===== src/rtl/pwm_seq_pkg.sv =====
// Shared types and constants for the PWM sequencer: FSM states, the
// minimum legal period and the staged-configuration record.
package pwm_seq_pkg;

    localparam int CFG_W      = 8;
    localparam int MIN_PERIOD = 2;

    typedef enum logic [1:0] {
        IDLE  = 2'd0,
        RUN   = 2'd1,
        DRAIN = 2'd2
    } state_t;

    typedef struct packed {
        logic [CFG_W-1:0] period;
        logic [CFG_W-1:0] high;
    } cfg_t;

    // High time beyond the period saturates to 100% duty.
    function automatic cfg_t clamp_cfg(input logic [CFG_W-1:0] period,
                                       input logic [CFG_W-1:0] high);
        cfg_t c;
        c.period = period;
        c.high   = (high > period) ? period : high;
        return c;
    endfunction

endpackage


===== src/rtl/pwm_period_counter.sv =====
// Period counter and duty compare. Holds at zero while disabled, wraps at
// per_act-1 and flags that last cycle with period_tick.
module pwm_period_counter #(
    parameter int CNT_W = 8
) (
    input  logic             clk,
    input  logic             rst,
    input  logic             en,
    input  logic [CNT_W-1:0] per_act,
    input  logic [CNT_W-1:0] high_act,
    output logic             period_tick,
    output logic             pwm_out
);

    logic [CNT_W-1:0] cnt;
    logic             wrap;

    assign wrap = (cnt == per_act - CNT_W'(1));

    always_ff @(posedge clk) begin
        if (!rst) begin
            cnt <= '0;
        end else if (!en || wrap) begin
            cnt <= '0;
        end else begin
            cnt <= cnt + CNT_W'(1);
        end
    end

    assign period_tick = en && wrap;
    assign pwm_out     = en && (cnt < high_act);

endmodule


===== src/rtl/pwm_sequencer.sv =====
// Run/stop FSM, configuration handshake and shadow staging around the
// period counter. New settings only take effect on a period boundary.
module pwm_sequencer
    import pwm_seq_pkg::*;
#(
    parameter int CNT_W      = CFG_W,
    parameter int DEF_PERIOD = 10,
    parameter int DEF_HIGH   = 2
) (
    input  logic             clk,
    input  logic             rst,
    input  logic             run,
    input  logic             cfg_valid,
    output logic             cfg_ready,
    input  logic [CNT_W-1:0] cfg_period,
    input  logic [CNT_W-1:0] cfg_high,
    output logic             cfg_err,
    output logic             pwm_out,
    output logic             period_tick,
    output logic             busy
);

    // Handshake: a config transfers on any rising edge where cfg_valid and
    // cfg_ready are both high; the master keeps data stable until then.

    state_t           state;
    logic [CNT_W-1:0] per_act;
    logic [CNT_W-1:0] high_act;
    cfg_t             shadow;
    logic             pending;
    cfg_t             cfg_in;
    logic             xfer;
    logic             cfg_ok;

    assign cfg_in    = clamp_cfg(CFG_W'(cfg_period), CFG_W'(cfg_high));
    assign cfg_ready = (state == IDLE) || !pending;
    assign xfer      = cfg_valid && cfg_ready;
    assign cfg_ok    = (cfg_period >= CNT_W'(MIN_PERIOD));
    assign busy      = (state != IDLE);

    always_ff @(posedge clk) begin
        if (!rst) begin
            state    <= IDLE;
            per_act  <= CNT_W'(DEF_PERIOD);
            high_act <= CNT_W'(DEF_HIGH);
            shadow   <= '0;
            pending  <= 1'b0;
            cfg_err  <= 1'b0;
        end else begin
            cfg_err <= xfer && !cfg_ok;

            case (state)
                IDLE: begin
                    if (xfer && cfg_ok) begin
                        per_act  <= CNT_W'(cfg_in.period);
                        high_act <= CNT_W'(cfg_in.high);
                    end
                    if (run) state <= RUN;
                end
                RUN: begin
                    if (!run) state <= DRAIN;
                end
                DRAIN: begin
                    if (run) state <= RUN;
                    else if (period_tick) state <= IDLE;
                end
                default: state <= IDLE;
            endcase

            // cfg_ready is low while pending, so a load and a new stage never collide.
            if (state != IDLE) begin
                if (period_tick && pending) begin
                    per_act  <= CNT_W'(shadow.period);
                    high_act <= CNT_W'(shadow.high);
                    pending  <= 1'b0;
                end
                if (xfer && cfg_ok) begin
                    shadow  <= cfg_in;
                    pending <= 1'b1;
                end
            end
        end
    end

    pwm_period_counter #(
        .CNT_W(CNT_W)
    ) u_counter (
        .clk        (clk),
        .rst        (rst),
        .en         (state != IDLE),
        .per_act    (per_act),
        .high_act   (high_act),
        .period_tick(period_tick),
        .pwm_out    (pwm_out)
    );

endmodule


===== config.mk =====
export PLATFORM = sky130hd
export DESIGN_NAME = pwm_sequencer
export DESIGN_NICKNAME = d
export VERILOG_FILES = /design/src/rtl/pwm_seq_pkg.sv /design/src/rtl/pwm_period_counter.sv /design/src/rtl/pwm_sequencer.sv
export SDC_FILE = /design/constraint.sdc
export NUM_CORES = 1
export LEC_CHECK = 0
export CORE_ASPECT_RATIO = 1.1
export CORE_MARGIN = 10
export CORE_UTILIZATION = 45
export DETAILED_ROUTE_END_ITERATION = 8
export HOLD_SLACK_MARGIN = 0.08
export SKIP_CTS_REPAIR_TIMING = 1
export SYNTH_ARGS = -nofsm -noshare
export SYNTH_HDL_FRONTEND = slang
export SYNTH_SLANG_ARGS = --single-unit

===== constraint.sdc =====
create_clock -name clk -period 7.2 [get_ports clk]
set_clock_uncertainty 0.15 [all_clocks]
set_input_delay 1.44 -clock clk [delete_from_list [all_inputs] [get_ports clk]]
set_output_delay 1.44 -clock clk [all_outputs]
set_load 0.02 [all_outputs]

## Word level (Yosys, flattened, before mapping)

Index checks and enable logic that the tools add are counted.

| cells by class | value |
|---|---|
| bitwise logic cells | 1 |
| eq/ne operators | 6 |
| mux-type cells | 16 |
| reduce and logical (&&, ||, !) cells | 18 |
| add/subtract/negate cells | 2 |
| magnitude comparators | 3 |

Operators with widths:

| cell | number |
|---|---|
| 2-to-1 mux 8 bit | 9 |
| adder 8 x 1 -> 8 bit (second input constant) | 1 |
| equality test 8 bit | 1 |
| greater-or-equal comparator 8 x 2 -> 1 bit (second input constant) | 1 |
| > comparator 8 bit | 1 |
| < comparator 8 bit | 1 |
| 2-to-1 mux 2 bit | 4 |
| subtractor 8 x 1 -> 8 bit (second input constant) | 1 |
| logical AND 1 bit | 6 |
| one-hot mux 2 bit (3 select lines) | 1 |
| inequality test 2 bit (second input constant) | 2 |
| AND reduction 2 bit | 2 |
| nonzero test 2 bit | 2 |
| logical NOT 1 bit | 3 |
| inequality test 3 bit (second input constant) | 1 |
| AND reduction 3 bit | 1 |
| equality test 2 x 1 -> 1 bit (second input constant) | 1 |
| equality test 2 bit (second input constant) | 1 |
| logical NOT 2 bit | 1 |
| logical OR 1 bit | 2 |
| 2-to-1 mux 1 bit | 2 |
| OR reduction 2 bit | 1 |
| NOT 1 bit | 1 |

| storage, ports and cells | value |
|---|---|
| register bits | 44 |
| input bits | 20 |

## Depth between registers and ports, before layout

Gate-level depths: netlist of the first run.

| depth | value |
|---|---|
| depth after elaboration | 8 |
| mapped depth | 10 |

## Hierarchy

A second synthesis of the first run with hierarchy kept.

| second synthesis, totals | value |
|---|---|
| cell total of the unflattened synthesis | 321 |
| area total of the unflattened synthesis | 2675.1 sq um |

Modules (own cells, without submodules):

| module | area an instance (sq um) | times used | seq. area each (sq um) | cells an instance |
|---|---|---|---|---|
| pwm_sequencer | 1854.3 | 1 | 720.7 | 226 |
| pwm_period_counter | 820.8 | 1 | 160.2 | 95 |

## Worst setup path after synthesis of the first run

OpenSTA, ideal clock, no wires.

| path | value |
|---|---|
| kind | register -> output |
| start | reg per_act[0] |
| end | out period_tick |
| arrival | 1851 ps |
| setup slack | 3759 ps |
| cell stages (with the launch flop) | 9 |
| path through | dfxtp_1 -> inv_1 -> ha_1 -> nand2b_1 -> o211a_1 -> o31ai_4 -> o2111ai_2 -> buf_6 -> nor2_4 |

| on the way | value |
|---|---|
| cells in the longest elaborated chain, start to end | 3 |

RTL lines:

| what | RTL line | text |
|---|---|---|
| start, declared | pwm_sequencer.sv:27 | `logic [CNT_W-1:0] per_act;` |
| start signal, assigned | pwm_sequencer.sv:44 | `per_act <= CNT_W'(DEF_PERIOD);` |
| start signal, assigned | pwm_sequencer.sv:55 | `per_act <= CNT_W'(cfg_in.period);` |
| start signal, assigned | pwm_sequencer.sv:73 | `per_act <= CNT_W'(shadow.period);` |
| subtractor 8 x 1 -> 8 bit | pwm_period_counter.sv:18 | `assign wrap = (cnt == per_act - CNT_W'(1));` |
| equality test 8 bit | pwm_period_counter.sv:18 |  |
| logical AND 1 bit | pwm_period_counter.sv:30 | `assign period_tick = en && wrap;` |
| end, declared | pwm_sequencer.sv:19 | `output logic period_tick,` |

Every way passes these cells.

## Worst setup path in the final report of the first run

Ends and elaborated chain as after synthesis.

==> results of run 1 <==
==> layout by cell type, fill, tap and decap left out, types with 8 or more instances in the layout <==
master	count
clkdlybuf4s50_1	24
nand3_1	11
inv_1	21
ha_1	17
nand2_1	23
mux2i_1	11
a21oi_1	20
nor2_1	29
a211oi_1	9
o21ai_0	8
dfxtp_1	44
nor3_2	9
xor2_1	8
==> report_power, final <==
group / total (mW) / internal, mW / switching (mW)
combinational: 0.109 / 0.0467 / 0.0621
clock: 0.195 / 0.103 / 0.0919
sequential: 0.268 / 0.257 / 0.0111
total: 0.571 / 0.406 / 0.165
==> layout make-up <==
cell class,instances,area (um^2)
clock inverters,3,42.5
multi-input cells,223,1660
well taps,77,96.3
flip-flops and latches,44,881
fillers,577,2720
repair buffers,26,255
clock buffers,5,68.8
inverters,23,88.8
==> flip-flops by register name, indices dropped and copies added (netlist names) <==
signal / cells
per_act: 8
state: 2
shadow: 16
high_act: 8
cfg_err: 1
pending: 1
u_counter.cnt: 8
==> layer usage <==
metal | wire length, um | vias to the layer above | track usage
met4 | 82 | 0 | 0.0456
met5 | 0 | - | 0
met3 | 174 | 6 | 0.0288
met1 | 3190 | 1057 | 0.187
met2 | 3060 | 36 | 0.230
li1 | - | 1146 | -
==> cell usage after synthesis (all sizes together), types with 8 or more instances <==
cell type  instances  area [um^2]
a211oi            15          143
a21oi             20          100
a311oi             8         95.1
buf                8         65.1
dfxtp             44          881
ha                17          213
inv               23         88.8
mux2i             11          110
nand2             24         92.6
nand3             12         72.6
nor2              32          151
nor3              11          111
o21ai             11         55.1
xor2               8         70.1
==> logic make-up (layout without fill, tap and decap cells) <==
group                      count (synthesis)  count (layout)  synth area share
adders and majority gates                 17              17            0.0782
buffers and inverters                     38              57            0.0663
xor gates and xnor gates                  12              12            0.0387
muxes                                     11              11            0.0405
DFF                                       44              44             0.324
and+or+nand+nor                           99              99             0.211
AOI/OAI and AO/OA                         84              84             0.242
==> worst max-delay path, delay by kind of cell (launching register included) <==
| kind | cells | cell delay [ns] |
|---|---|---|
| flops | 1 | 0.47 |
| compound gates | 3 | 0.56 |
| simple gates | 2 | 0.28 |
| fa+ha+maj | 1 | 0.25 |
| buf+inv | 3 | 0.93 |
==> metrics by stage <==
step                      total power, mW  worst slack, ns  std cells  cell area (um^2)
after detailed placement            0.382             3.11        393              2980
after CTS                           0.576             2.78        401              3090
final                               0.571             2.80        401              3090
after global routing                0.599             2.64        401              3090
after global placement              0.381             3.13        393              2980
after floorplan                     0.349             3.76        305              2720
==> worst min path at each step <==
stage | endpoint | slack, ns | depth (start not counted)
2_1_floorplan | pending | 0.28 | 2
3_3_place_gp | pending | 0.29 | 2
3_5_place_dp | pending | 0.30 | 2
4_1_cts | pending | 0.31 | 2
5_1_grt | pending | 0.34 | 2
6_report | pending | 0.31 | 2
==> summary.txt, run 1 <==
Outcome
  – Status: complete, no violations

Floorplanning
  – Core ar.: ~5800 um^2
  – Starting Density: 0.468
  – Row count: 29
  – Chip height: between 100 and 150 um
  – Die area: around 9600 um^2
  – Die width: roughly 94 um
  – Top Ports: 25

Setup path
  – Crit. End Element: output port
  – CP max-delay cell: clkdlybuf4s50_1
  – R2R setup slack: 4.77 ns
  – Worst R2R Start: per_act[0]
  – Crit path DAT: 2.81 ns
  – Critical Path Start Type: flip-flop
  – Crit path from: per_act[0]
  – Worst EP required: around 5.6 ns
  – Worst R2R End: high_act[1]
  – Largest fanout on the critical path: 18
  – Worst path cell trace: inv_1 > ha_1 > nand2b_1 > o211a_1 > o31ai_4 > o2111ai_2 > buf_4 > nor2_4 > clkdlybuf4s50_1
  – Critical Path End: period_tick
  – Largest stage delay, worst path: 0.61 ns
  – Crit path kind: reg2out
  – Worst-case reg-to-reg path depth: 9

Global route
  – Initial antenna violation count: 0
  – Vias in the first global route: 2216
  – GRT Util Overall: 0.143
  – First-pass GRT wire length: about 11000 um
  – Remaining Overflow, GRT: 0
  – Largest net degree at the start of global routing: 26

Drt
  – Post-route DRC: 0
  – Final wirelength: around 6500 um
  – Routed len/inst: 16.2 um
  – Vias/cell: 5.60
  – Via count: between 2000 and 2500
  – DRT Pass-1 Iters: 4
  – Routed Antenna Nets: 0
  – 1st-iter DRT viols: 164

Pwr
  – Max VDD drop: roughly 0.000095 V
  – Pwr/cell area: between 150 and 200 nW/um^2
  – Leakage: around 1.2 nW

Timing
  – Final slew viol count: 0
  – Fmax: about 230 MHz
  – Rel. slew slack: 0.339
  – Actual slew at the worst max-slew pin: roughly 0.99 ns
  – Setup TNS: 0 ns
  – Final Setup Violations: 0
  – RSZ-0062 raised after global routing: false
  – Final hold slack: 0.306 ns
  – Crit path time final: ~4.4 ns
  – Final period util: 0.611
  – Final hold violation count: 0

CTS
  – Clock Latency Late Sink: just over 0.3 ns
  – Worst-path clk slew: approximately 0.080 ns
  – H-Tree Depth: 2
  – CTS tree: yes
  – Maximum clock path buffer count: 2
  – Clock sink count: 44
  – CTS Root Cell: clkbuf_8
  – CTS buffer count: 5

Finish
  – N_diodes: 0
  – Share of layout cells above drive strength 1: 0.130
  – Final Util: 0.532
  – Final #Nets: between 300 and 400
  – Area Overhead vs Synth: 13.7%

Logic synthesis
  – Post-Syn Area: between 2000 and 3000 um^2
  – Ys async rst share: 0
  – Most used DFF post-synth: dfxtp_1
  – Syn_area_per_cell: just under 9 um^2
  – Post-synth cell types: 56
  – Post-synth EDFFs: 0
  – Synth Instances: approximately 310
  – Sequential share of the synthesized area: 0.324
  – Post-Syn Nets: 342
  – Synth Warn #: 0
  – Number of synthesized register bits: 44

Placed design
  – Final HPWL DP: around 4900 um
  – Routability Congestion: 0.815
  – I/O Buffers: 24

Worst hold path
  – Hold wc startpoint: pending
  – Hold Crit Class: reg2reg

Run
  – Max Cap Viol: 0
Power figures use the tool's default switching activity.
==> run 2: changes to the inputs <==
==> constraint.sdc (replaced) <==
create_clock -name clk -period 4.6 [get_ports clk]
set_clock_uncertainty 0.15 [all_clocks]
set_input_delay 0.92 -clock clk [delete_from_list [all_inputs] [get_ports clk]]
set_output_delay 0.92 -clock clk [all_outputs]
set_load 0.02 [all_outputs]
==> summary.txt, run 2 (synthesis results as in run 1) <==
Finish
  – Largest Register: shadow
  – Largest register FFs: 16
  – Commonest non-fill, non-tap cell in the layout: dfxtp_1
  – Share of layout cells above drive strength 1: 0.135
  – Final #Nets: approximately 360
  – N_diodes: 0
  – # fillers: ~600
  – Area Overhead vs Synth: 14.8%
  – Most frequent cells in the layout: dfxtp_1 (44), nor2_1 (29), clkdlybuf4s50_1 (24), nand2_1 (23), inv_1 (21)
  – Final cell count without fillers: just over 400
  – Finished Cell Area: 3120 um^2

Floorplanning
  – Die width: about 94 um
  – Core ar.: roughly 5800 um^2
  – Starting Density: 0.468
  – Row count: 29
  – Die area: between 9000 and 10000 um^2
  – Chip height: 102 um
  – Top Ports: 25

Setup path
  – Worst EP required: between 3 and 4 ns
  – Worst R2R Start: per_act[0]
  – Crit path DAT: ~2.7 ns
  – Crit path kind: reg2out
  – Worst-case reg-to-reg path depth: 9
  – R2R setup slack: slightly above 2 ns
  – Worst R2R End: u_counter.cnt[4]
  – Largest fanout on the critical path: 4
  – Critical Path Start Type: flip-flop
  – Crit. End Element: output port

Pwr
  – Max VDD drop: 0.000150 V
  – Leakage: around 1.2 nW
  – Comb pwr share: 0.188
  – Sequential share of power: 0.455
  – Clock Power Share: 0.357
  – P_sw: around 0.25 mW
  – Pwr/cell area: just under 300 nW/um^2
  – Power consumption: around 0.92 mW
  – Net Sw Frac: 0.276
  – P_int: approximately 0.67 mW

Timing
  – Setup TNS: 0 ns
  – Final slew viol count: 0
  – Rel. slew slack: 0.521
  – Fmax: 269 MHz
  – Final Setup Violations: 0
  – Final setup margin: roughly 0.88 ns
  – Crit path time final: ~3.7 ns
  – Actual slew at the worst max-slew pin: 0.715 ns
  – Final hold violation count: 0
  – Final period util: 0.809
  – RSZ-0062 raised after global routing: false

Drt
  – DRT Pass-1 Iters: 4
  – Routed len/inst: around 17 um
  – Routed Antenna Nets: 0
  – Final wirelength: roughly 6700 um
  – Vias/cell: around 5.6
  – 1st-iter DRT viols: 68
  – Post-route DRC: 0
  – Via count: between 2000 and 2500

Placed design
  – Inst Count DP: roughly 400
  – Placed cell area: ~3000 um^2
  – I/O Buffers: 24
  – Final HPWL DP: a little over 5000 um
  – Pre-CTS WS: ~1.1 ns
  – Routability Congestion: a little under 0.9

Global route
  – Vias in the first global route: 2300
  – Initial antenna violation count: 0
  – GRT Util Overall: 0.144
  – Remaining Overflow, GRT: 0
  – First-pass GRT wire length: 11100 um
  – Largest net degree at the start of global routing: 26

Worst hold path
  – Hold depth: 2
  – Hold EP: pending
  – Hold wc startpoint: pending
  – Hold Crit Class: reg2reg

Run
  – Max Cap Viol: 0

CTS
  – Maximum clock path buffer count: 2
  – Clock Latency Late Sink: ~0.30 ns
  – Worst-path clk slew: ~0.090 ns
  – Clock sink count: between 40 and 50
  – CTS buffer count: 5
  – CTS tree: yes
  – H-Tree Depth: 2
  – CTS Root Cell: clkbuf_8

Outcome
  – Status: complete, no violations
[run 2: changes by cell type in the layout (fill, tap and decap cells not counted)]
cell        change
buf_4           +2
clkinv_2        -1
clkinvlp_4      -1
clkbuf_8        +2
[run 2: layout make-up]
class	count	area, um^2	share of cell area
multi-input combinational	223	1660	0.531
tap	77	96.3	0.0309
timing repair buffer	28	270	0.0866
inverter	23	88.8	0.0285
clock buffer	7	96.3	0.0309
sequential	44	881	0.282
clock inverter	1	30.0	0.00962
[run 2: power groups by stage]
stage	Clock, mW	Sequential (mW)	Combinational (mW)
after floorplan	0	0.423	0.124
after CTS	0.334	0.419	0.174
after global placement	0	0.428	0.171
after detailed placement	0	0.428	0.173
after global routing	0.347	0.422	0.194
final	0.329	0.420	0.173
[run 2: per-stage QoR]
step / hold WS, ns / utilization
finish: 0.317 / 0.538
global route: 0.334 / 0.538
CTS: 0.321 / 0.538
detailed placement: 0.306 / 0.516
global placement: 0.293 / 0.516
floorplan: 0.281 / -
[run 2: how the worst max path moves through the flow]
| stage | endpoint | cells after the start | slack [ns] | start |
|---|---|---|---|---|
| final | period_tick | 8 | 0.88 | per_act[0] |
| after global routing | period_tick | 8 | 0.72 | per_act[0] |
| after CTS | period_tick | 8 | 0.84 | per_act[0] |
| after detailed placement | shadow[4] | 9 | 1.06 | cfg_period[1] |
| after global placement | shadow[7] | 9 | 1.06 | cfg_period[1] |
| after floorplan | period_tick | 8 | 1.68 | per_act[0] |
[run 2: routing by layer]
layer / up-vias / GRT usage / wire length [um]
li1: 1149 / - / -
met1: 1092 / 0.181 / 3290
met2: 25 / 0.238 / 3170
met3: 7 / 0.0333 / 206
met4: 0 / 0.0444 / 80
met5: - / 0 / 0
[run 2: critical path, cell delays in order (launching register included)]
cell	delay, ns
dfxtp_1	0.46
inv_1	0.07
ha_1	0.31
xor2_1	0.13
nand2_1	0.06
nor3b_1	0.33
o2111ai_2	0.24
nor2_4	0.14
clkdlybuf4s50_1	0.62
